## src/rtl/seg7_pkg.sv

```systemverilog
`default_nettype none
// +-----------------------------------------------------------------+
// | seg7_pkg : shared types and constants for the display scheduler |
// | Rev 1.0                                                         |
// +-----------------------------------------------------------------+
package seg7_pkg;
   typedef enum logic [0:0] {
      IDLE = 1'b0,
      SHOW = 1'b1
   } state_t;

   localparam int   FRAME_W  = 64;
   localparam logic MODE_HEX = 1'b0;
   localparam logic MODE_RAW = 1'b1;
endpackage
`default_nettype wire

```

## src/rtl/seg7_disp_sched_if.sv

```systemverilog
`default_nettype none
// +-----------------------------------------------------------------+
// | seg7_disp_sched_if : requester handshake and display frame bus  |
// | Rev 1.0                                                         |
// +-----------------------------------------------------------------+
interface seg7_disp_sched_if #(
   parameter int NREQ = 4
);
   import seg7_pkg::*;
   localparam int OW = $clog2(NREQ);

   logic [NREQ-1:0]         req_valid;
   logic [FRAME_W*NREQ-1:0] req_data;
   logic [NREQ-1:0]         req_mode;
   logic [NREQ-1:0]         req_ready;
   logic                    freeze;
   logic [FRAME_W-1:0]      disp_data;
   logic                    disp_mode;
   logic [OW-1:0]           disp_owner;
   logic                    disp_busy;

   modport master (
      output req_valid, req_data, req_mode, freeze,
      input  req_ready, disp_data, disp_mode, disp_owner, disp_busy
   );

   modport slave (
      input  req_valid, req_data, req_mode, freeze,
      output req_ready, disp_data, disp_mode, disp_owner, disp_busy
   );
endinterface
`default_nettype wire

```

## src/rtl/rr_arbiter.sv

```systemverilog
`default_nettype none
// +-----------------------------------------------------------------+
// | rr_arbiter : combinational round-robin grant, search from last+1|
// | Rev 1.0                                                         |
// +-----------------------------------------------------------------+
module rr_arbiter #(
   parameter int NREQ = 4,
   parameter int LW   = $clog2(NREQ)
) (
   input  wire logic [NREQ-1:0] req,
   input  wire logic [LW-1:0]   last,
   input  wire logic            en,
   output logic [NREQ-1:0]      gnt
);
   logic [LW-1:0] idx;
   logic          found;

   always_comb begin
      gnt   = '0;
      found = 1'b0;
      idx   = '0;
      for (int k = 1; k <= NREQ; k++) begin
         idx = LW'((int'(last) + k) % NREQ);
         if (en && !found && req[idx]) begin
            gnt[idx] = 1'b1;
            found    = 1'b1;
         end
      end
   end
endmodule
`default_nettype wire

```

## src/rtl/seg7_disp_sched.sv

```systemverilog
`default_nettype none
// +-----------------------------------------------------------------+
// | seg7_disp_sched : round-robin display sharing with min dwell    |
// | Rev 1.0                                                         |
// +-----------------------------------------------------------------+
module seg7_disp_sched #(
   parameter int NREQ  = 4,
   parameter int DWELL = 50_000_000,
   parameter int CW    = 26
) (
   input wire logic         clk,
   input wire logic         rst,
   seg7_disp_sched_if.slave bus
);
   import seg7_pkg::*;

   localparam int            OW       = $clog2(NREQ);
   localparam logic [CW-1:0] CNT_LOAD = CW'(DWELL - 1);

   state_t             state_q, state_d;
   logic [CW-1:0]      cnt_q, cnt_d;
   logic [FRAME_W-1:0] data_q, data_d;
   logic               mode_q, mode_d;
   logic [OW-1:0]      owner_q, owner_d;
   logic [OW-1:0]      last_q, last_d;

   logic               win_open;
   logic               accept;
   logic [NREQ-1:0]    gnt;
   logic [OW-1:0]      gnt_idx;
   logic [FRAME_W-1:0] gnt_frame;
   logic               gnt_mode;

   // freeze overrides an otherwise open window
   assign win_open = !bus.freeze && ((state_q == IDLE) || (cnt_q == '0));
   assign accept   = |gnt;

   rr_arbiter #(.NREQ(NREQ), .LW(OW)) u_arb (
      .req  (bus.req_valid),
      .last (last_q),
      .en   (win_open),
      .gnt  (gnt)
   );

   always_comb begin
      gnt_idx   = '0;
      gnt_frame = '0;
      gnt_mode  = 1'b0;
      for (int i = 0; i < NREQ; i++) begin
         if (gnt[i]) begin
            gnt_idx   = OW'(i);
            gnt_frame = bus.req_data[i*FRAME_W +: FRAME_W];
            gnt_mode  = bus.req_mode[i];
         end
      end
   end

   always_ff @(posedge clk or posedge rst) begin
      if (rst) begin
         state_q <= IDLE;
         cnt_q   <= '0;
         data_q  <= '0;
         mode_q  <= MODE_HEX;
         owner_q <= '0;
         last_q  <= OW'(NREQ - 1);
      end else begin
         state_q <= state_d;
         cnt_q   <= cnt_d;
         data_q  <= data_d;
         mode_q  <= mode_d;
         owner_q <= owner_d;
         last_q  <= last_d;
      end
   end

   always_comb begin
      state_d = state_q;
      cnt_d   = cnt_q;
      data_d  = data_q;
      mode_d  = mode_q;
      owner_d = owner_q;
      last_d  = last_q;
      if (accept) begin
         state_d = SHOW;
         cnt_d   = CNT_LOAD;
         data_d  = gnt_frame;
         mode_d  = gnt_mode;
         owner_d = gnt_idx;
         last_d  = gnt_idx;
      end else if (!bus.freeze && (state_q == SHOW)) begin
         if (cnt_q != '0) begin
            cnt_d = cnt_q - 1'b1;
         end else begin
            state_d = IDLE;
         end
      end
   end

   always_comb begin
      bus.req_ready  = gnt;
      bus.disp_busy  = (state_q == SHOW);
      bus.disp_data  = data_q;
      bus.disp_mode  = mode_q;
      bus.disp_owner = owner_q;
   end
endmodule
`default_nettype wire

```

## src/flat_wrapper.sv

```systemverilog
// flat-port wrapper written by rule: the top's interface ports become plain ports
module seg7_disp_sched_flat import seg7_pkg::*;
#(
   parameter int NREQ  = 4,
   parameter int DWELL = 50_000_000,
   parameter int CW    = 26
)
  (clk, rst, bus_req_valid, bus_req_data, bus_req_mode, bus_freeze, bus_req_ready, bus_disp_data, bus_disp_mode, bus_disp_owner, bus_disp_busy);
  seg7_disp_sched_if #(.NREQ(NREQ)) bus_i ();
  input wire logic clk;
  input wire logic rst;
  input wire logic [$bits(bus_i.req_valid)-1:0] bus_req_valid;
  input wire logic [$bits(bus_i.req_data)-1:0] bus_req_data;
  input wire logic [$bits(bus_i.req_mode)-1:0] bus_req_mode;
  input wire logic [$bits(bus_i.freeze)-1:0] bus_freeze;
  output wire logic [$bits(bus_i.req_ready)-1:0] bus_req_ready;
  output wire logic [$bits(bus_i.disp_data)-1:0] bus_disp_data;
  output wire logic [$bits(bus_i.disp_mode)-1:0] bus_disp_mode;
  output wire logic [$bits(bus_i.disp_owner)-1:0] bus_disp_owner;
  output wire logic [$bits(bus_i.disp_busy)-1:0] bus_disp_busy;
  assign bus_i.req_valid = bus_req_valid;
  assign bus_i.req_data = bus_req_data;
  assign bus_i.req_mode = bus_req_mode;
  assign bus_i.freeze = bus_freeze;
  assign bus_req_ready = bus_i.req_ready;
  assign bus_disp_data = bus_i.disp_data;
  assign bus_disp_mode = bus_i.disp_mode;
  assign bus_disp_owner = bus_i.disp_owner;
  assign bus_disp_busy = bus_i.disp_busy;
  seg7_disp_sched #(.NREQ(NREQ), .DWELL(DWELL), .CW(CW)) u_core (.clk(clk), .rst(rst), .bus(bus_i));
endmodule
```

## config.mk

```make
export PLATFORM = sky130hd
export DESIGN_NAME = seg7_disp_sched_flat
export DESIGN_NICKNAME = d
export VERILOG_FILES = /design/src/rtl/seg7_pkg.sv /design/src/rtl/seg7_disp_sched_if.sv /design/src/rtl/rr_arbiter.sv /design/src/rtl/seg7_disp_sched.sv /design/src/flat_wrapper.sv
export SDC_FILE = /design/constraint.sdc
export NUM_CORES = 1
export LEC_CHECK = 0
export ABC_CLOCK_PERIOD_IN_PS = 8200
export CAP_MARGIN = 20
export CORE_MARGIN = 5
export CORE_UTILIZATION = 44
export CTS_CLUSTER_SIZE = 12
export DETAILED_ROUTE_END_ITERATION = 10
export GPL_TIMING_DRIVEN = 0
export PLACE_DENSITY = 0.85
export SLEW_MARGIN = 40
export SYNTH_ARGS = -nofsm -noshare
export SYNTH_HDL_FRONTEND = slang
export SYNTH_SLANG_ARGS = --single-unit
```

## constraint.sdc

```tcl
create_clock -name clk -period 8.2 [get_ports clk]
set_input_delay 0.82 -clock clk [delete_from_list [all_inputs] [get_ports clk]]
set_output_delay 0.82 -clock clk [all_outputs]
set_load 0.005 [all_outputs]
```

== Word level (Yosys, flattened, before mapping) ==
Index checks and enable logic that the tools add are counted.
Storage, ports and cells
  bits in registers: 96
  logic and storage cells: 89
  bits of input ports: 267
  output and inout port bits: 72
Operators by class
  reductions and logical operators: 25
  add/sub/neg operators: 5
  equality and inequality tests: 1
  bitwise logic cells: 4
  $lt $le $gt $ge: 8
  multiplexer cells: 40
Operator list (number)
  $mux 64: 4
  $mux 26: 3
  $logic_not 26->1: 1
  $reduce_bool 26->1: 1
  $sub 26x1->26 const B: 1
  $mux 1: 19
  $mux 4: 4
  $logic_and 1x1->1: 13
  $lt 2x3->1 const B: 4
  $or 4x4->4: 3
  $bmux 1 s2: 4
  $demux 1 s2: 4
  $ge 2x1->1 const B: 4
  $add 2x1->2 const B: 2
  $add 2x2->2 const B: 2
  $logic_not 1->1: 4
  $mux 2: 2
  $reduce_and 2->1: 2
  $reduce_bool 2->1: 2
  $reduce_or 4->1: 1
  $ne 2x1->1 const B: 1
  $logic_or 1x1->1: 1
  $not 1->1: 1

== Depth between registers and ports, before layout ==
  depth in word-level cells: 21
  gate-level depth with buffers: 14
  gate-level depth less buffers: 11

== Modules after synthesis ==
Synthesis repeated with hierarchy kept, for this count alone.
Unflattened totals
  cell total of the unflattened synthesis: 604
  area total of the unflattened synthesis: 5676.7 sq um
By module, submodules not included
  seg7_disp_sched: instances 1, area each 5257.5 sq um, cells an instance 552
  rr_arbiter: instances 1, area each 419.2 sq um, cells an instance 52

== Least setup slack after synthesis ==
No wires, ideal clock.
  kind: register to output
  from: reg u_core.last_q[0]
  to: out bus_req_ready[1]
  data arrival time: 2.941 ns
  slack: 4.439 ns
  cell stages (with the launch flop): 10
  path buffers: 3
  cells stage by stage: dfstp_2 -> buf_2 -> inv_1 -> ha_1 -> mux4_2 -> a211oi_1 -> a2bb2oi_1 -> clkbuf_1 -> buf_2 -> nor2_1
On the way
  longest elaborated chain between the ends: 17
Ends and longest elaborated chain
  start: declaration: RTL line seg7_disp_sched.sv:25  | logic [OW-1:0] last_q, last_d;
  start signal: assignment: RTL line seg7_disp_sched.sv:65  | last_q <= OW'(NREQ - 1);
  start signal: assignment: RTL line seg7_disp_sched.sv:72  | last_q <= last_d;
  branches (longest 16 deep; another with $lt 2x3->1)
  $mux 4 (*): RTL line rr_arbiter.sv:24  | if (en && !found && req[idx]) begin
  end: declaration: RTL line flat_wrapper.sv:16  | output wire logic [$bits(bus_i.req_ready)-1:0] bus_req_ready;
Mark *: on every way between the ends. The select of a mux whose other input is x is not followed.

== Final worst setup path ==
Same ends and word-level chain as after synthesis.

==> results_dict.tcl <==
set metrics [dict create \
    p_int_mw 1.42 \
    postRouteWirelength_mm 29.3 \
    hpwlAfterDp_mm 22.7 \
    slew_headroom_pct 49.6 \
    via_count 8063 \
    synth-edff-count 0 \
    reg2reg_slack_ns 3.84 \
    grt_pass1_wl_mm 43.6 \
    cts_setup_buffers 0 \
    grt_usage_pct 33.0 \
    crit_path_cell_trace "buf_2, inv_1, ha_1, mux4_2, a211oi_1, a2bb2oi_1, clkbuf_1, buf_2, nor2_1, clkdlybuf4s50_1" \
    ys_seq_elements 96 \
    yosys_most_used_dff "dfrtp_1" \
    required_ns 7.38 \
    netlist_area_sq_um 6440 \
    rows 44 \
    swShare_pct 40.9 \
    crit_family "buffers and inverters" \
    grt_pass1_vias 8027 \
    min_period_over_period_pct 64.2 \
    cp.depth 10 \
    drt_pre_antenna_iters 6 \
    setup_viol 0 \
    seq_power_share_pct 29.7 \
    htree_levels 3 \
    leakage_nw 3.83 \
    core_area_sq_um 14400 \
    drc 0 \
    startpoint "u_core.last_q[0]" \
    slowest_delay_ns 0.64 \
    clockPowerShare_pct 19.7 \
    async_flop_share_pct 100 \
    drt_iter0_drc 792 \
    drive_above_1_share_pct 5.31 \
    r2r_start "u_core.last_q[0]" \
    die_w_um 131 \
    numClockSinks 96 \
    critPathLaunchType "flop" \
    ant_nets 0 \
    cp.arrival_ns 4.44 \
    drv_slew 0 \
    combPwrFrac_pct 50.6 \
    die_area_sq_um 17200 \
    dp.cells 1336 \
    fin_setup_tns_ns 0 \
    hold_buffers 0 \
    finish.utilization_pct 72.4 \
    clk_pin_slew_ns 0.07 \
    antenna_found_initial 4 \
    cts_buffers 9 \
    synth_top_area_cell "dfrtp_1" \
    ir_worst_vdd_mv 0.155 \
    globalplace.congestion 0.999 \
    p_per_area_nw_per_um2 230 \
    io_buffers 338 \
    period_minus_slack_ns 5.26 \
    hold_path.class "flop to flop" \
    rr_endpoint "u_core.bus.disp_data[54]" \
    nets 1438 \
    area_delta_synth_final_pct 62.1 \
    hold_violations 0 \
    yosysWarnings 0 \
    grt_max_degree 50 \
    ys_top_cells_by_count "167 x nand2_1, 134 x nand3_1, 94 x dfrtp_1" \
    clock_skew_ns 0.00888 \
    crit_end "bus_req_ready[1]" \
    postCtsResizedCells 0 \
    start_util_pct 44.7 \
    cts_tree "done" \
    worst_slew_pin_slew_ns 0.749 \
    drv_cap 0 \
    reg2regPathDepth 11 \
    wire_per_inst_um 21.5 \
    cts_root_buf "clkbuf_16" \
    clk-insertion-delay-late_ns 0.36 \
    total_power_mw 2.40 \
    outcome "complete, no violations" \
    synth_top_area_share_pct 36.5 \
    avgSynthCellArea_sq_um 7.92 \
    grt-ovfl-total 0 \
    netlist_instances 813 \
    viasPerCell 5.93 \
    synth.most_common_cell "nand2_1" \
    die_y_um 131 \
    crit_slowest_cell "mux4_2" \
    synth.distinct_cells 52 \
    hold_path_depth 2 \
    cts_buffer_depth 2 \
    synth_area_leaders "dfrtp_1 37%, nand3_1 10%, a32o_1 10%, nand2_1 9.7%, a31oi_1 6.3%" \
    ioPinCount 339 \
    cp-end-kind "output pin" \
    seq_area_frac_synth_pct 37.3 \
    crit_type "flop to output pin" \
    fin_cells 1359 \
    cp_max_fo 10 \
    syn_nets 1088 \
    crit_top_cell "buf_2" \
    crit_buf_inv 5 \
    fmax_mhz 190 \
    power.switching_mw 0.983 \
    rsz0062_at_grt "false" \
]
worst reg2reg max path, delay by kind of cell (launching register included):
kind	cells	cell delay, ns
buf+inv	4	1.30
compound gates	4	1.19
mux	1	0.64
flops	1	0.56
fa+ha+maj	1	0.44
simple gates	1	0.15
cells by family (layout without fill, tap and decap cells):
kind of cell	Yosys count	in the layout	synth area share [%]
xor+xnor	25	25	3.40
other cells	0	7	0
fa+ha+maj	8	8	1.55
buf+inv	86	441	6.02
flops	96	96	37.3
mux	7	7	1.67
simple gates	434	434	30.1
compound gates	157	157	19.9
per-stage QoR:
stage	area [sq um]	hold WS (ns)	worst slack, ns
finish	10400	0.504	2.94
CTS	10400	0.503	2.96
global placement	10100	0.478	3.17
global route	10400	0.533	2.66
floorplan	6440	0.480	4.44
detailed placement	10100	0.484	3.15
power by group through the flow:
stage | Sequential [mW] | Combinational, mW | Clock (mW)
global placement | 0.709 | 1.19 | 0
floorplan | 0.704 | 0.622 | 0
finish | 0.712 | 1.22 | 0.473
global route | 0.727 | 1.31 | 0.497
detailed placement | 0.711 | 1.20 | 0
CTS | 0.709 | 1.20 | 0.478
cells in the final DEF (no fill, tap or decap), types with 4 or more instances in the layout:
| cell | count |
|---|---|
| nand3_1 | 134 |
| nand2_1 | 167 |
| nor2b_1 | 4 |
| o21ai_0 | 4 |
| nand3b_1 | 5 |
| buf_4 | 4 |
| dfrtp_1 | 94 |
| a31oi_1 | 65 |
| nor3_1 | 9 |
| xor2_1 | 8 |
| clkbuf_16 | 9 |
| ha_1 | 8 |
| clkbuf_1 | 47 |
| clkdlybuf4s50_1 | 338 |
| inv_1 | 7 |
| nor2_1 | 82 |
| nor4_1 | 7 |
| nand2b_1 | 4 |
| or3_1 | 5 |
| xnor2_1 | 17 |
| a32o_1 | 65 |
| mux2i_1 | 4 |
| buf_2 | 22 |
| diode_2 | 7 |
worst min-delay path by stage:
stage / end / slack, ns / from
CTS: u_core.bus.disp_owner[1] / 0.50 / u_core.bus.disp_owner[1]
global placement: u_core.bus.disp_owner[1] / 0.48 / u_core.bus.disp_owner[1]
finish: u_core.bus.disp_owner[1] / 0.50 / u_core.bus.disp_owner[1]
global route: u_core.bus.disp_owner[1] / 0.53 / u_core.bus.disp_owner[1]
floorplan: u_core.cnt_q[20] / 0.48 / u_core.cnt_q[20]
detailed placement: u_core.bus.disp_owner[1] / 0.48 / u_core.bus.disp_owner[1]
state kept, by name (all words and copies together) (netlist names):
signal / flops
u_core.bus.disp_busy: 1
u_core.bus.disp_data: 64
u_core.bus.disp_mode: 1
u_core.bus.disp_owner: 2
u_core.cnt_q: 26
u_core.last_q: 2
per-layer routing:
metal | GRT usage [%] | part of all wire, %
met2 | 53.5 | 48
met3 | 10.6 | 11
met1 | 39.6 | 36
met5 | 0 | 0
met4 | 15.8 | 4.7
final cells by class:
cell class              instances  area [sq um]
fillers                      1141          3980
multi-input cells             631          3660
repair buffers                339          3410
flip-flops and latches         96          2400
plain buffers                  77           354
well taps                     184           230
clock buffers                   9           225
clock inverters                 7           103
inverters                       9          41.3
diodes                          7          17.5
Note: power is estimated with default switching activity, not from simulation.
